===== src/rtl/bb_clk_div_ctrl_pkg.sv =====
// Shared types and sizing helpers for the BB clock-divider ratio sequencer.
// Optional ramp stepping is selected with BB_CLK_DIV_CTRL_RAMP_EN.
package bb_clk_div_pkg;

  // Sequencer states: accept requests, wait for a divider boundary, let the divider settle
  typedef enum logic [1:0] {
    IDLE   = 2'd0,
    WAIT   = 2'd1,
    SETTLE = 2'd2
  } state_t;

  localparam int DEFAULT_SETTLE_CYC = 2;

  // Width of a counter that must hold values up to settle_cyc, never narrower than one bit
  function automatic int settle_cnt_wid(input int settle_cyc);
    int w;
    w = $clog2(settle_cyc + 1);
    if (w < 1) w = 1;
    return w;
  endfunction

  localparam int SETTLE_CNT_WID = settle_cnt_wid(DEFAULT_SETTLE_CYC);

endpackage


===== src/rtl/bb_clk_div_ctrl_if.sv =====
// Request/response and divider-side bundle for bb_clk_div_ctrl.
// The master side is the config requester plus the divider's boundary strobe;
// the slave side is the sequencer itself.
interface bb_clk_div_ctrl_if #(
  parameter int RATIO_WID = 8
);

  logic                 req_vld;
  logic [RATIO_WID-1:0] req_ratio;
  logic                 req_rdy;
  logic                 div_en;
  logic [RATIO_WID-1:0] ratio;
  logic                 busy;
  logic                 done;
  logic                 err;

  modport master (
    output req_vld,
    output req_ratio,
    output div_en,
    input  req_rdy,
    input  ratio,
    input  busy,
    input  done,
    input  err
  );

  modport slave (
    input  req_vld,
    input  req_ratio,
    input  div_en,
    output req_rdy,
    output ratio,
    output busy,
    output done,
    output err
  );

endinterface


===== src/rtl/bb_clk_div_ctrl_step.sv =====
// One-step ratio walker used when BB_CLK_DIV_CTRL_RAMP_EN is defined.
// Moves the current ratio one unit toward the target; the comparison
// guarantees the result never wraps and never reaches zero.
module bb_clk_div_step
  import bb_clk_div_pkg::*;
#(
  parameter int RATIO_WID = 8
) (
  input  logic [RATIO_WID-1:0] ratio,
  input  logic [RATIO_WID-1:0] target,
  output logic [RATIO_WID-1:0] next_ratio
);

  // Step up when below the target, down when above, hold when already there
  always_comb begin
    next_ratio = ratio;
    if (target > ratio) begin
      next_ratio = ratio + 1'b1;
    end else if (target < ratio) begin
      next_ratio = ratio - 1'b1;
    end
  end

endmodule


===== src/rtl/bb_clk_div_ctrl.sv =====
// Ratio-change sequencer for the BB programmable clock divider.
// Accepts ratio requests on a valid/ready handshake and updates the divider's
// ratio only on a div_en boundary so the divided clock never shows a runt.
// Define BB_CLK_DIV_CTRL_RAMP_EN to walk the ratio one step per boundary
// instead of jumping straight to the target.
module bb_clk_div_ctrl
  import bb_clk_div_pkg::*;
#(
  parameter int RATIO_WID   = 8,
  parameter int RESET_RATIO = 1,
  parameter int SETTLE_CYC  = 2
) (
  input  logic              i_clk,
  input  logic              rst_n,
  bb_clk_div_ctrl_if.slave  bus
);

  localparam int                   CNT_WID   = settle_cnt_wid(SETTLE_CYC);
  localparam logic [RATIO_WID-1:0] RESET_VAL = RATIO_WID'(RESET_RATIO);
  localparam logic [CNT_WID-1:0]   CNT_LOAD  = CNT_WID'(SETTLE_CYC - 1);

  state_t               state;
  logic [RATIO_WID-1:0] ratio_q;
  logic [RATIO_WID-1:0] target;
  logic [CNT_WID-1:0]   cnt;
  logic                 rdy_q;
  logic                 busy_q;
  logic                 done_q;
  logic                 err_q;

  logic [RATIO_WID-1:0] next_ratio;
  logic                 at_target;
  logic                 handshake;

  assign handshake = bus.req_vld && rdy_q;

`ifdef BB_CLK_DIV_CTRL_RAMP_EN
  bb_clk_div_step #(
    .RATIO_WID (RATIO_WID)
  ) u_step (
    .ratio      (ratio_q),
    .target     (target),
    .next_ratio (next_ratio)
  );

  assign at_target = (ratio_q == target);
`else
  assign next_ratio = target;
  assign at_target  = 1'b1;
`endif

  // Sequencer FSM with every output registered, including the ratio to the divider
  always_ff @(posedge i_clk or negedge rst_n) begin
    if (!rst_n) begin
      state   <= IDLE;
      ratio_q <= RESET_VAL;
      target  <= RESET_VAL;
      cnt     <= '0;
      rdy_q   <= 1'b0;
      busy_q  <= 1'b0;
      done_q  <= 1'b0;
      err_q   <= 1'b0;
    end else begin
      done_q <= 1'b0;
      err_q  <= 1'b0;
      case (state)
        IDLE: begin
          rdy_q  <= 1'b1;
          busy_q <= 1'b0;
          if (handshake) begin
            if (bus.req_ratio == '0) begin
              err_q <= 1'b1;
            end else if (bus.req_ratio == ratio_q) begin
              done_q <= 1'b1;
            end else begin
              target <= bus.req_ratio;
              state  <= WAIT;
              rdy_q  <= 1'b0;
              busy_q <= 1'b1;
            end
          end
        end
        WAIT: begin
          if (bus.div_en) begin
            ratio_q <= next_ratio;
            cnt     <= CNT_LOAD;
            state   <= SETTLE;
          end
        end
        SETTLE: begin
          if (cnt != '0) begin
            cnt <= cnt - 1'b1;
          end else if (at_target) begin
            state  <= IDLE;
            done_q <= 1'b1;
            rdy_q  <= 1'b1;
            busy_q <= 1'b0;
          end else begin
            state <= WAIT;
          end
        end
        default: begin
          state  <= IDLE;
          rdy_q  <= 1'b1;
          busy_q <= 1'b0;
        end
      endcase
    end
  end

  assign bus.req_rdy = rdy_q;
  assign bus.ratio   = ratio_q;
  assign bus.busy    = busy_q;
  assign bus.done    = done_q;
  assign bus.err     = err_q;

endmodule


===== src/flat_wrapper.sv =====
// flat-port wrapper written by rule: the top's interface ports become plain ports
module bb_clk_div_ctrl_flat import bb_clk_div_pkg::*;
#(
  parameter int RATIO_WID   = 8,
  parameter int RESET_RATIO = 1,
  parameter int SETTLE_CYC  = 2
)
  (i_clk, rst_n, bus_req_vld, bus_req_ratio, bus_div_en, bus_req_rdy, bus_ratio, bus_busy, bus_done, bus_err);
  bb_clk_div_ctrl_if #(.RATIO_WID(RATIO_WID)) bus_i ();
  input  logic i_clk;
  input  logic rst_n;
  input wire logic [$bits(bus_i.req_vld)-1:0] bus_req_vld;
  input wire logic [$bits(bus_i.req_ratio)-1:0] bus_req_ratio;
  input wire logic [$bits(bus_i.div_en)-1:0] bus_div_en;
  output wire logic [$bits(bus_i.req_rdy)-1:0] bus_req_rdy;
  output wire logic [$bits(bus_i.ratio)-1:0] bus_ratio;
  output wire logic [$bits(bus_i.busy)-1:0] bus_busy;
  output wire logic [$bits(bus_i.done)-1:0] bus_done;
  output wire logic [$bits(bus_i.err)-1:0] bus_err;
  assign bus_i.req_vld = bus_req_vld;
  assign bus_i.req_ratio = bus_req_ratio;
  assign bus_i.div_en = bus_div_en;
  assign bus_req_rdy = bus_i.req_rdy;
  assign bus_ratio = bus_i.ratio;
  assign bus_busy = bus_i.busy;
  assign bus_done = bus_i.done;
  assign bus_err = bus_i.err;
  bb_clk_div_ctrl #(.RATIO_WID(RATIO_WID), .RESET_RATIO(RESET_RATIO), .SETTLE_CYC(SETTLE_CYC)) u_core (.i_clk(i_clk), .rst_n(rst_n), .bus(bus_i));
endmodule

===== config.mk =====
export PLATFORM = sky130hd
export DESIGN_NAME = bb_clk_div_ctrl_flat
export DESIGN_NICKNAME = d
export VERILOG_FILES = /design/src/rtl/bb_clk_div_ctrl_pkg.sv /design/src/rtl/bb_clk_div_ctrl_if.sv /design/src/rtl/bb_clk_div_ctrl_step.sv /design/src/rtl/bb_clk_div_ctrl.sv /design/src/flat_wrapper.sv
export SDC_FILE = /design/constraint.sdc
export NUM_CORES = 1
export LEC_CHECK = 0
export ABC_AREA = 0
export CAP_MARGIN = 10
export CORE_MARGIN = 2
export CORE_UTILIZATION = 31
export DETAILED_ROUTE_END_ITERATION = 12
export HOLD_SLACK_MARGIN = 0.02
export PLACE_DENSITY_LB_ADDON = 0.08
export REMOVE_ABC_BUFFERS = 1
export SYNTH_ARGS = -nofsm -noshare
export SYNTH_HDL_FRONTEND = slang
export SYNTH_SLANG_ARGS = --single-unit

===== constraint.sdc =====
create_clock -name i_clk -period 3.2 [get_ports i_clk]
set_input_delay 0.64 -clock i_clk [delete_from_list [all_inputs] [get_ports i_clk]]
set_output_delay 0.64 -clock i_clk [all_outputs]
set_load 0.1 [all_outputs]

==> flow_metrics.env <==
export IMPL_start_kind="input pin"
export IMPL_grt_pass1_vias=732
export IMPL_cts_setup_buffers=0
export IMPL_cts_tree="done"
export IMPL_antenna_found_initial=0
export IMPL_io_pins=24
export IMPL_cp_slowest_cell="o21ai_2"
export IMPL_slowest_delay_ns=0.56
export IMPL_worstSetupPathType="input pin to register"
export IMPL_vias_per_cell=4.54
export IMPL_ys_ff_latch=24
export IMPL_synth_area_leaders="dfrtp_1 50%, mux2_4 9.6%, mux2_2 9.2%"
export IMPL_finalHoldViolations=0
export IMPL_drt_antenna_violating_nets=0
export IMPL_finalCriticalPeriod_ns=2.25
export IMPL_hp_class="register to register"
export IMPL_clockBufferDepth=2
export IMPL_rsz0062_at_grt="no"
export IMPL_worstPathRequired_ns=3.45
export IMPL_synth_edf_count=0
export IMPL_syn2layout_area_growth_pct=26.3
export IMPL_synth_most_common_cell="dfrtp_1"
export IMPL_fmax_ghz=0.445
export IMPL_worst_path_buf_inv=1
export IMPL_wire_per_inst_microns=13.6
export IMPL_coreArea_sq_um=3360
export IMPL_start_util_pct=32.6
export IMPL_synth_fa_ha_area_share_pct=1.14
export IMPL_place_hpwl_microns=1540
export IMPL_grt_usage_pct=11.7
export IMPL_clk_pin_slew_worst_paths_ns=0.12
export IMPL_synth_top_area_share_pct=50.2
export IMPL_path_max_fanout=9
export IMPL_cts_htree_levels=1
export IMPL_placed_area_sq_um=1360
export IMPL_die_w_microns=63.5
export IMPL_setup_viol=0
export IMPL_critPathCaptureType="register"
export IMPL_max_cap_violations=0
export IMPL_first_pass_iters=2
export IMPL_yosys_area_share_simple_pct=10.4
export IMPL_grt_pass1_wl_microns=3620
export IMPL_die_h_microns=63.5
export IMPL_grt_start_max_net_pins=25
export IMPL_first_iter_violations=28
export IMPL_diodes=0
export IMPL_synth_top_family_by_area="multiplexers"
export IMPL_wirelength_microns=2080
export IMPL_ys_flop_type="dfrtp_1"
export IMPL_syn_avg_cell_area_sq_um=13.9
export IMPL_tns_ns=0
export IMPL_maxSlewViolCount=0
export IMPL_numClockSinks=24
export IMPL_synth_xor_area_share_pct=6.39
export IMPL_synth_common_cells="22 x dfrtp_1, 9 x mux2_2, 8 x xnor2_1, 7 x mux2_4"
export IMPL_dp_cells=149
export IMPL_rows=21
export IMPL_drive_gt1_share_pct=36.4
export IMPL_skew_ns=0.00805
export IMPL_status="finished clean"
export IMPL_root_buffer="clkbuf_4"
export IMPL_synth_compound_area_share_pct=6.16
export IMPL_final_nets=121
export IMPL_cts_made_buffers=3
export IMPL_io_buffers=23
export IMPL_cp_cell_sequence="clkdlybuf4s50_1 -> xnor2_1 -> nand4_1 -> o21ai_2 -> mux2_2"
export IMPL_fin_area_sq_um=1380
export IMPL_ys_types=25
export IMPL_cts_repair_resized=0
export IMPL_syn_instance_count=79
export IMPL_synthMuxAreaShare_pct=18.8
export IMPL_cts_hold_buf=0
export IMPL_synth_top_area_cell="dfrtp_1"
export IMPL_yosysSeqAreaShare_pct=55.0
export IMPL_tightest_slew_ns=0.611
export IMPL_die_area_sq_um=4030
export IMPL_grt_overflow=0
export IMPL_cp_arrival_ns=2.49
export IMPL_cpLargestDelayFamily="compound AO/OA/AOI/OAI gates"
export IMPL_clock_latency_ns=0.31
export IMPL_vias=694
export IMPL_synth_area_sq_um=1100
export IMPL_final_cells=153
export IMPL_drc=0
export IMPL_slew_headroom_pct=59.2
export IMPL_gp_congestion=0.671
export IMPL_async_reset_ff_share_pct=100
export IMPL_ys_warn_count=0
export IMPL_fin_crit_sh_pct=70.2
## worst paths after layout
kind / startpoint / cells past startpoint / endpoint / slack, ns
hold / removal: u_core.next_ratio[1] / 1 / u_core.next_ratio[1] / 0.52
setup / recovery: bus_req_ratio[6] / 5 / u_core.next_ratio[0] / 0.95
min in group asynchronous: rst_n / 2 / u_core.bus.ratio[6] / 0.68
max in group asynchronous: rst_n / 2 / u_core.bus.ratio[0] / 2.23
hold reg to reg: u_core.next_ratio[1] / 1 / u_core.next_ratio[1] / 0.52
setup reg to reg: u_core.bus.ratio[7] / 4 / u_core.next_ratio[0] / 1.36
## flip-flops by register name, summed over array words and instances, names as in the netlist
register            cells
u_core.bus.busy         1
u_core.bus.done         1
u_core.bus.err          1
u_core.bus.ratio        8
u_core.bus.req_rdy      1
u_core.cnt              2
u_core.next_ratio       8
u_core.state            2
## cell type report
class	count	area [sq um]
fill	362	1980
sequential	24	603
multi-input combinational	51	470
timing repair buffer	25	215
tap	46	57.6
clock buffer	4	26.3
inverter	3	11.3
## cell usage in the layout, fill, tap and decap left out, drive strengths merged, types with 2 or more instances in the layout
master	Yosys	layout
a21oi	2	2
nand4	2	2
mux2	16	16
nor4	2	2
clkdlybuf4s50	0	11
xnor2	8	8
dfstp	2	2
dfrtp	22	22
nand2	4	4
buf	1	14
nor2	3	3
clkbuf	0	4
o21ai	4	4
inv	3	3
## kinds of logic after synthesis
kind of cell / Yosys count
adder cells (fa/ha/maj): 1
multiplexers: 16
buffers and inverters: 4
flip-flops: 24
XOR/XNOR: 8
AO/OA/AOI/OAI: 10
AND/OR/NAND/NOR: 16
## per-stage QoR
step	hold WS (ns)	setup slack [ns]	utilization (%)
3_3_place_gp	0.493	0.609	40.4
4_1_cts	0.532	0.943	41.1
2_1_floorplan	0.344	0.986	-
3_5_place_dp	0.502	0.604	40.4
5_1_grt	0.560	0.909	41.1
6_report	0.523	0.955	41.1
## layer usage
| layer | vias to the layer above | share of wire, % | global-route usage [%] |
|---|---|---|---|
| met5 | - | 0 | 0 |
| met4 | 0 | 0.87 | 5.71 |
| met3 | 2 | 4.7 | 3.04 |
| met2 | 11 | 45 | 16.3 |
| met1 | 340 | 49 | 16.7 |
| li1 | 341 | - | - |
Power is not shown: default switching activity piles up to over one toggle a cycle in this logic, so the estimate is an artifact.
